$ cat config.mk
export PLATFORM = sky130hd
export DESIGN_NAME = pc_ctrl
export DESIGN_NICKNAME = d
export VERILOG_FILES = /design/src/rtl/pc_ctrl.sv
export SDC_FILE = /design/constraint.sdc
export NUM_CORES = 1
export LEC_CHECK = 0
export ABC_AREA = 1
export ABC_CLOCK_PERIOD_IN_PS = 2000
export BUFFER_PORTS_ARGS = -buffer_cell sky130_fd_sc_hd__buf_2
export CORE_ASPECT_RATIO = 0.7
export CORE_MARGIN = 4
export CORE_UTILIZATION = 45
export CTS_CLUSTER_DIAMETER = 30
export CTS_CLUSTER_SIZE = 14
export DETAILED_ROUTE_END_ITERATION = 8
export PLACE_DENSITY = 0.86
export SLEW_MARGIN = 10
export SYNTH_ARGS = -nofsm -noshare
export SYNTH_HDL_FRONTEND = slang
export SYNTH_SLANG_ARGS = --single-unit
$ cat constraint.sdc
create_clock -name clk -period 2 [get_ports clk]
set_clock_uncertainty 0.1 [all_clocks]
set_input_delay 0 -clock clk [delete_from_list [all_inputs] [get_ports clk]]
set_output_delay 0 -clock clk [all_outputs]
set_load 0.02 [all_outputs]
$ cat src/rtl/pc_ctrl.sv
// Fetch PC controller: issues instruction-memory requests, holds the fetched word for the
// decoder and handles redirect/halt. Define PC_CTRL_MISALIGN_TRAP_EN to trap misaligned redirects.
module pc_ctrl #(
   parameter logic [31:0] RESET_VEC = 32'h0000_0000,
   parameter logic [31:0] TRAP_VEC  = 32'h0000_0100
) (
   input  logic        clk,
   input  logic        rst,
   output logic [31:0] pc_o,
   output logic        imem_req_o,
   output logic [31:0] imem_addr_o,
   input  logic        imem_gnt_i,
   input  logic        imem_rvalid_i,
   input  logic [31:0] imem_rdata_i,
   output logic        instr_valid_o,
   output logic [31:0] instr_o,
   output logic [31:0] instr_pc_o,
   input  logic        stall_i,
   input  logic        redirect_i,
   input  logic [31:0] redirect_pc_i,
   input  logic        halt_i,
   output logic        misalign_o
);

`ifdef PC_CTRL_MISALIGN_TRAP_EN
   localparam bit TrapEn = 1'b1;
`else
   localparam bit TrapEn = 1'b0;
`endif

   typedef enum logic [2:0] {
      StIdle,
      StReq,
      StWait,
      StHold,
      StHalt
   } state_e;

   state_e      state_q, state_d;
   logic [31:0] pc_q, pc_d;
   logic [31:0] instr_q, instr_d;
   logic [31:0] instr_pc_q, instr_pc_d;
   logic        valid_q, valid_d;
   logic        kill_q, kill_d;
   logic        misalign_q, misalign_d;

   logic        tgt_misaligned;
   logic [31:0] tgt_pc;

   // Misaligned targets trap only when the feature is built in; otherwise low bits are dropped.
   always_comb begin
      tgt_misaligned = |redirect_pc_i[1:0];
      if (TrapEn && tgt_misaligned) begin
         tgt_pc = TRAP_VEC;
      end else begin
         tgt_pc = {redirect_pc_i[31:2], 2'b00};
      end
   end

   always_comb begin
      state_d    = state_q;
      pc_d       = pc_q;
      instr_d    = instr_q;
      instr_pc_d = instr_pc_q;
      valid_d    = valid_q;
      kill_d     = kill_q;
      misalign_d = 1'b0;

      if (redirect_i) begin
         misalign_d = TrapEn && tgt_misaligned;
      end

      unique case (state_q)
         StIdle: begin
            if (redirect_i) begin
               pc_d    = tgt_pc;
               state_d = StReq;
            end else if (halt_i) begin
               state_d = StHalt;
            end else begin
               state_d = StReq;
            end
         end

         StReq: begin
            if (redirect_i) begin
               pc_d = tgt_pc;
               // A grant taken alongside a redirect is still outstanding: drain it, then refetch.
               if (imem_gnt_i) begin
                  kill_d  = 1'b1;
                  state_d = StWait;
               end else begin
                  state_d = StReq;
               end
            end else if (imem_gnt_i) begin
               state_d = StWait;
            end
         end

         StWait: begin
            if (redirect_i) begin
               pc_d = tgt_pc;
               if (imem_rvalid_i) begin
                  kill_d  = 1'b0;
                  state_d = StReq;
               end else begin
                  kill_d = 1'b1;
               end
            end else if (imem_rvalid_i) begin
               if (kill_q) begin
                  kill_d  = 1'b0;
                  state_d = StReq;
               end else begin
                  instr_d    = imem_rdata_i;
                  instr_pc_d = pc_q;
                  valid_d    = 1'b1;
                  state_d    = StHold;
               end
            end
         end

         StHold: begin
            if (redirect_i) begin
               valid_d = 1'b0;
               pc_d    = tgt_pc;
               state_d = StReq;
            end else if (!stall_i) begin
               valid_d = 1'b0;
               pc_d    = pc_q + 32'd4;
               state_d = halt_i ? StHalt : StReq;
            end
         end

         StHalt: begin
            if (redirect_i) begin
               pc_d    = tgt_pc;
               state_d = StReq;
            end
         end

         default: state_d = StIdle;
      endcase
   end

   always_ff @(posedge clk) begin
      if (rst) begin
         state_q    <= StIdle;
         pc_q       <= RESET_VEC;
         instr_q    <= 32'h0;
         instr_pc_q <= 32'h0;
         valid_q    <= 1'b0;
         kill_q     <= 1'b0;
         misalign_q <= 1'b0;
      end else begin
         state_q    <= state_d;
         pc_q       <= pc_d;
         instr_q    <= instr_d;
         instr_pc_q <= instr_pc_d;
         valid_q    <= valid_d;
         kill_q     <= kill_d;
         misalign_q <= misalign_d;
      end
   end

   assign pc_o          = pc_q;
   assign imem_req_o    = (state_q == StReq);
   assign imem_addr_o   = pc_q;
   assign instr_valid_o = valid_q;
   assign instr_o       = instr_q;
   assign instr_pc_o    = instr_pc_q;
   assign misalign_o    = misalign_q;

endmodule
Yosys cells after proc, flatten, opt, wreduce, memory -nomap -nowiden --
Index checks and enable logic that the tools add are counted. W data, S select, Z words.
Storage, ports and cells: input bits 71, flip-flop bits (word level) 101, logic and storage cells 62
Operators by class: equality and inequality tests 14, add/subtract/negate cells 1, mux-type cells 29, bitwise gates (word level) 2, reduce and logical (&&, ||, !) cells 10
Operators with widths (count):
- $mux W32 | 3
- $pmux W32 S2 | 1
- $add A32 B3 Y32 const B | 1
- $mux W3 | 10
- $pmux W3 S5 | 1
- $reduce_and A4 Y1 | 3
- $mux W1 | 10
- $ne A2 B2 Y1 const B | 4
- $eq A3 B2 Y1 const B | 2
- $ne A2 B1 Y1 const B | 3
- $ne A3 B3 Y1 const B | 2
- $reduce_bool A2 Y1 | 3
- $reduce_and A5 Y1 | 1
- $mux W2 | 2
- $pmux W1 S2 | 2
- $reduce_or A4 Y1 | 1
- $eq A3 B1 Y1 const B | 1
- $eq A3 B3 Y1 const B | 1
- $logic_not A3 Y1 | 1
- $ne A3 B1 Y1 const B | 1
- $reduce_and A3 Y1 | 1
- $not A1 Y1 | 2

Longest topological paths before layout --
depth after elaboration 4, gate-level depth with buffers 10

Worst setup path after synthesis --
No wires, ideal clock.
path type register to register, start point reg pc_q[3] (netlist: imem_addr_o[3]), end point reg pc_q[14] (netlist: imem_addr_o[14]), path buffers 0, data arrival time 1578 ps, clock period less this slack 1794 ps, setup time 115 ps, required time 1785 ps, cell stages (with the launch flop) 11, setup slack 206 ps, cell sequence dfxtp_1 ha_1 inv_1 nor2_1 nand2_1 inv_1 nand3_1 o21ai_0 nand2_1 nand2_1 nor2_1
Between the ends: word-level cells in the longest chain between the ends 4
RTL lines:
- start, declared | line 40 | logic [31:0] pc_q, pc_d;
- start signal, assigned | line 156 | pc_q <= pc_d;
- $add A32 B3 Y32 | line 129 | pc_d = pc_q + 32'd4;
- $mux W32 | line 127 | end else if (!stall_i) begin
- $mux W32 | line 123 | if (redirect_i) begin
- $pmux W32 S2 | line 73 | unique case (state_q)
No other way between the ends. The select of a mux whose other input is x is not followed. A chain may end at the register's enable or synchronous reset.

Worst setup path after layout --
start point reg state_q[1], end point reg kill_q
Between the ends: word-level cells in the longest chain between the ends 3, elaborated cells between the ends (all ways) 8, classes of those cells eq/ne (5); mux (1); reduce/logical (2)
RTL lines:
- start, declared | line 39 | state_e state_q, state_d;
- start signal, assigned | line 147 | state_q <= StIdle;
- start signal, assigned | line 155 | state_q <= state_d;
- $eq A3 B2 Y1 / $eq A3 B1 Y1 (equally long branches) | line 73
- $ne A3 B3 Y1 (no line), or another cell as far along
- $reduce_and A4 Y1 (no line)
- end signal, assigned | line 160 | kill_q <= kill_d;
- end, declared | line 44 | logic kill_q, kill_d;
Several ways; a longest one is shown, not always the timed one.

==> impl_metrics.ini <==
[run_status]
status = completed

[critical_path]
critPathRequiredTime_ps = 2130
endpoint = kill_q$_SDFFE_PP0P_
crit_type = flip-flop to flip-flop
reg2reg_slack_ps = 110
worstPathArrival_ps = 2030
worstPathMaxFanout = 5
r2r_start = state_q[1]$_SDFFE_PP0P_
endpoint_kind = flip-flop
start_kind = flip-flop
crit_path_start = state_q[1]$_SDFFE_PP0P_
rr_endpoint = kill_q$_SDFFE_PP0P_
ff2ff_path_depth = 9

[synthesis]
avgSynthCellArea_um2 = 6.501
synthXorXnorAreaFrac_pct = 1.223
ys_top_cells_by_area = dfxtp_1 (39%), nand2_1 (11%), a21oi_1 (9.4%)
synth.area.mux_share_pct = 0
synth-compound-area-share_pct = 18.80
synth_cells = 771
synth-edff-count = 0
ys.flop_type = dfxtp_1
yosys.area_share.simple_pct = 25.01
synthAdderAreaFrac_pct = 0.2496
synth_top_family_by_area = simple AND/OR/NAND/NOR gates
netlist_top_cells_count = nand2_1 (153), nor2_1 (100), dfxtp_1 (97)
async_flop_share_pct = 0
ys_types = 25
seq_area_frac_synth_pct = 38.74
yosys.area.top_type_share_pct = 38.74
ys_ff_latch = 97
synth_largest_area_cell = dfxtp_1
synth_most_common_cell = nand2_1
syn_area_um2 = 5012
yosysWarnings = 0

[sta]
clock.fmax_mhz = 528.1
rsz0062_at_grt = true
min_period_ps = 1893
fin_tns_setup_ps = 0
drv_slew = 0
setup_ws_ps = 106.6
final-hold-violation-count = 0
fin_crit_sh_pct = 94.67
fin_hold_ws_ps = 18.58
setup_viol = 0

[floorplan]
dieArea_um2 = 12920
rows = 31
io_pins = 202
die_x_um = 134.1
initial_utilization_pct = 47.34
die_y_um = 96.30
core_um2 = 10590

[cts]
clockBufferDepth = 2
path_clk_slew_ps = 70
cts_tree = yes
post_cts_buffers = 0
clkSinkCount = 97
root_buffer = clkbuf_16
cts_buffers = 9
clk_latency_ps = 350
cts-htree-levels = 3

[layout]
layout-drive-gt1-share_pct = 24.78
area_delta_synth_final_pct = 39.44
n_antenna_cell = 0
fill_cells = 914
final_nets = 1072

[detailed_routing]
drc = 0
ant_nets = 0
vias = 5728
routed_wl_um = 16810
dr.pass1.iters = 4
wl_per_cell_um = 14.58
vias_per_cell = 4.968
drt_iter0_drc = 369

[placement]
place_congestion = 0.9494
dp_slack_ps = 206.3
portBuffers = 192
hpwl_um = 11000

[pwr]
cellLeakagePower_uw = 0.003151
total_power_uw = 7343
internal_power_uw = 4222
irDropWorstVdd_mv = 0.5816
p_switching_uw = 3121
pwr-share-seq_pct = 36.0
p_sw_share_pct = 42.51
pwr-share-clk_pct = 23.6
comb_power_share_pct = 40.4
p_per_area_nw_per_um2 = 1051

[hold_path]
worstHoldPathType = input pin to flip-flop

[global_route]
grt.total_usage_pct = 25.14
gr-total-overflow = 0
grt_first_pass_wirelength_um = 25990
grt_pass1_vias = 5262
antenna_found_initial = 0
grt_max_degree = 77

[flow_run]
drv_cap = 0
area by class of cell:
type	instances	area [µm²]	area share (%)
Clock buffer	10	239.0	3.419
Clock inverter	6	62.56	0.8951
Inverter	100	377.9	5.406
Multi-Input combinational cell	509	2321	33.21
Sequential cell	97	1944	27.82
Tap cell	148	185.2	2.649
Timing Repair Buffer	283	1859	26.60
worst max-delay path, stage by stage (launching register included):
cell and delay [ps]:
dfxtp_1 320, inv_2 90, nand2_1 170, nor2_4 180
inv_1 70, a21oi_1 140, nor2_1 50, nor2_1 90
nor2_1 40, dlygate4sd3_1 540
timing repair:
item	4_1_cts	5_1_grt
setup endpoints to repair	0	4
resized for setup	0	7
endpoints found under the hold margin	65	0
hold buffers	66	0
metrics by stage:
step                util, %  std cells  instance area [µm²]
finish                66.01       1153                 6989
global route          66.01       1153                 6989
CTS                   65.79       1153                 6967
detailed placement    56.71       1071                 6005
global placement      56.71       1071                 6005
floorplan                 -        777                 5035
flip-flops by register name (all words and copies together) (netlist names):
name and count:
instr_o 32, imem_addr_o 30, instr_pc_o 30, state_q 3
instr_valid_o 1, kill_q 1
how the worst min path moves through the flow:
stage	start	endpoint	slack (ps)	cells after the start
after floorplan	rst	imem_addr_o[31]$_SDFFE_PP0P_	-30	1
after global placement	redirect_pc_i[2]	imem_addr_o[2]$_SDFFE_PP0P_	170	3
after detailed placement	redirect_pc_i[2]	imem_addr_o[2]$_SDFFE_PP0P_	180	3
after CTS	imem_gnt_i	state_q[1]$_SDFFE_PP0P_	10	5
after global routing	rst	state_q[1]$_SDFFE_PP0P_	60	3
final	imem_gnt_i	state_q[1]$_SDFFE_PP0P_	20	5
logic make-up after synthesis:
group | count (synthesis)
adder cells (fa/ha/maj) | 1
AO/OA/AOI/OAI | 187
XOR/XNOR | 7
other | 1
buffers and inverters | 171
AND/OR/NAND/NOR | 307
flip-flops | 97
power by group through the flow:
| stage | Sequential (µW) | Combinational [µW] | Clock [µW] |
|---|---|---|---|
| global placement | 2660 | 2760 | 0 |
| finish | 2640 | 2970 | 1730 |
| detailed placement | 2660 | 2790 | 0 |
| global route | 2690 | 3270 | 1850 |
| CTS | 2620 | 2910 | 1770 |
| floorplan | 2950 | 1660 | 0 |
layer usage:
metal  global-route usage [%]  vias to the layer above  part of all wire (%)
met5                        0                        -                     0
met4                    7.542                        0                   1.4
met3                    7.367                       22                   8.5
met2                    41.72                      231                    47
met1                    32.06                     2611                    43
li1                         -                     2864                     -
cells in the final DEF (no fill, tap or decap), drive strengths merged:
master / n
buf: 217
nand2: 154
nor2: 102
inv: 102
dfxtp: 97
a21oi: 95
o21ai: 91
dlygate4sd3: 66
nand3: 44
clkbuf: 10
conb: 7
xor2: 6
nand4: 5
clkinv: 4
o21bai: 1
nand3b: 1
xnor2: 1
or2: 1
ha: 1
Power figures use the tool's default switching activity.
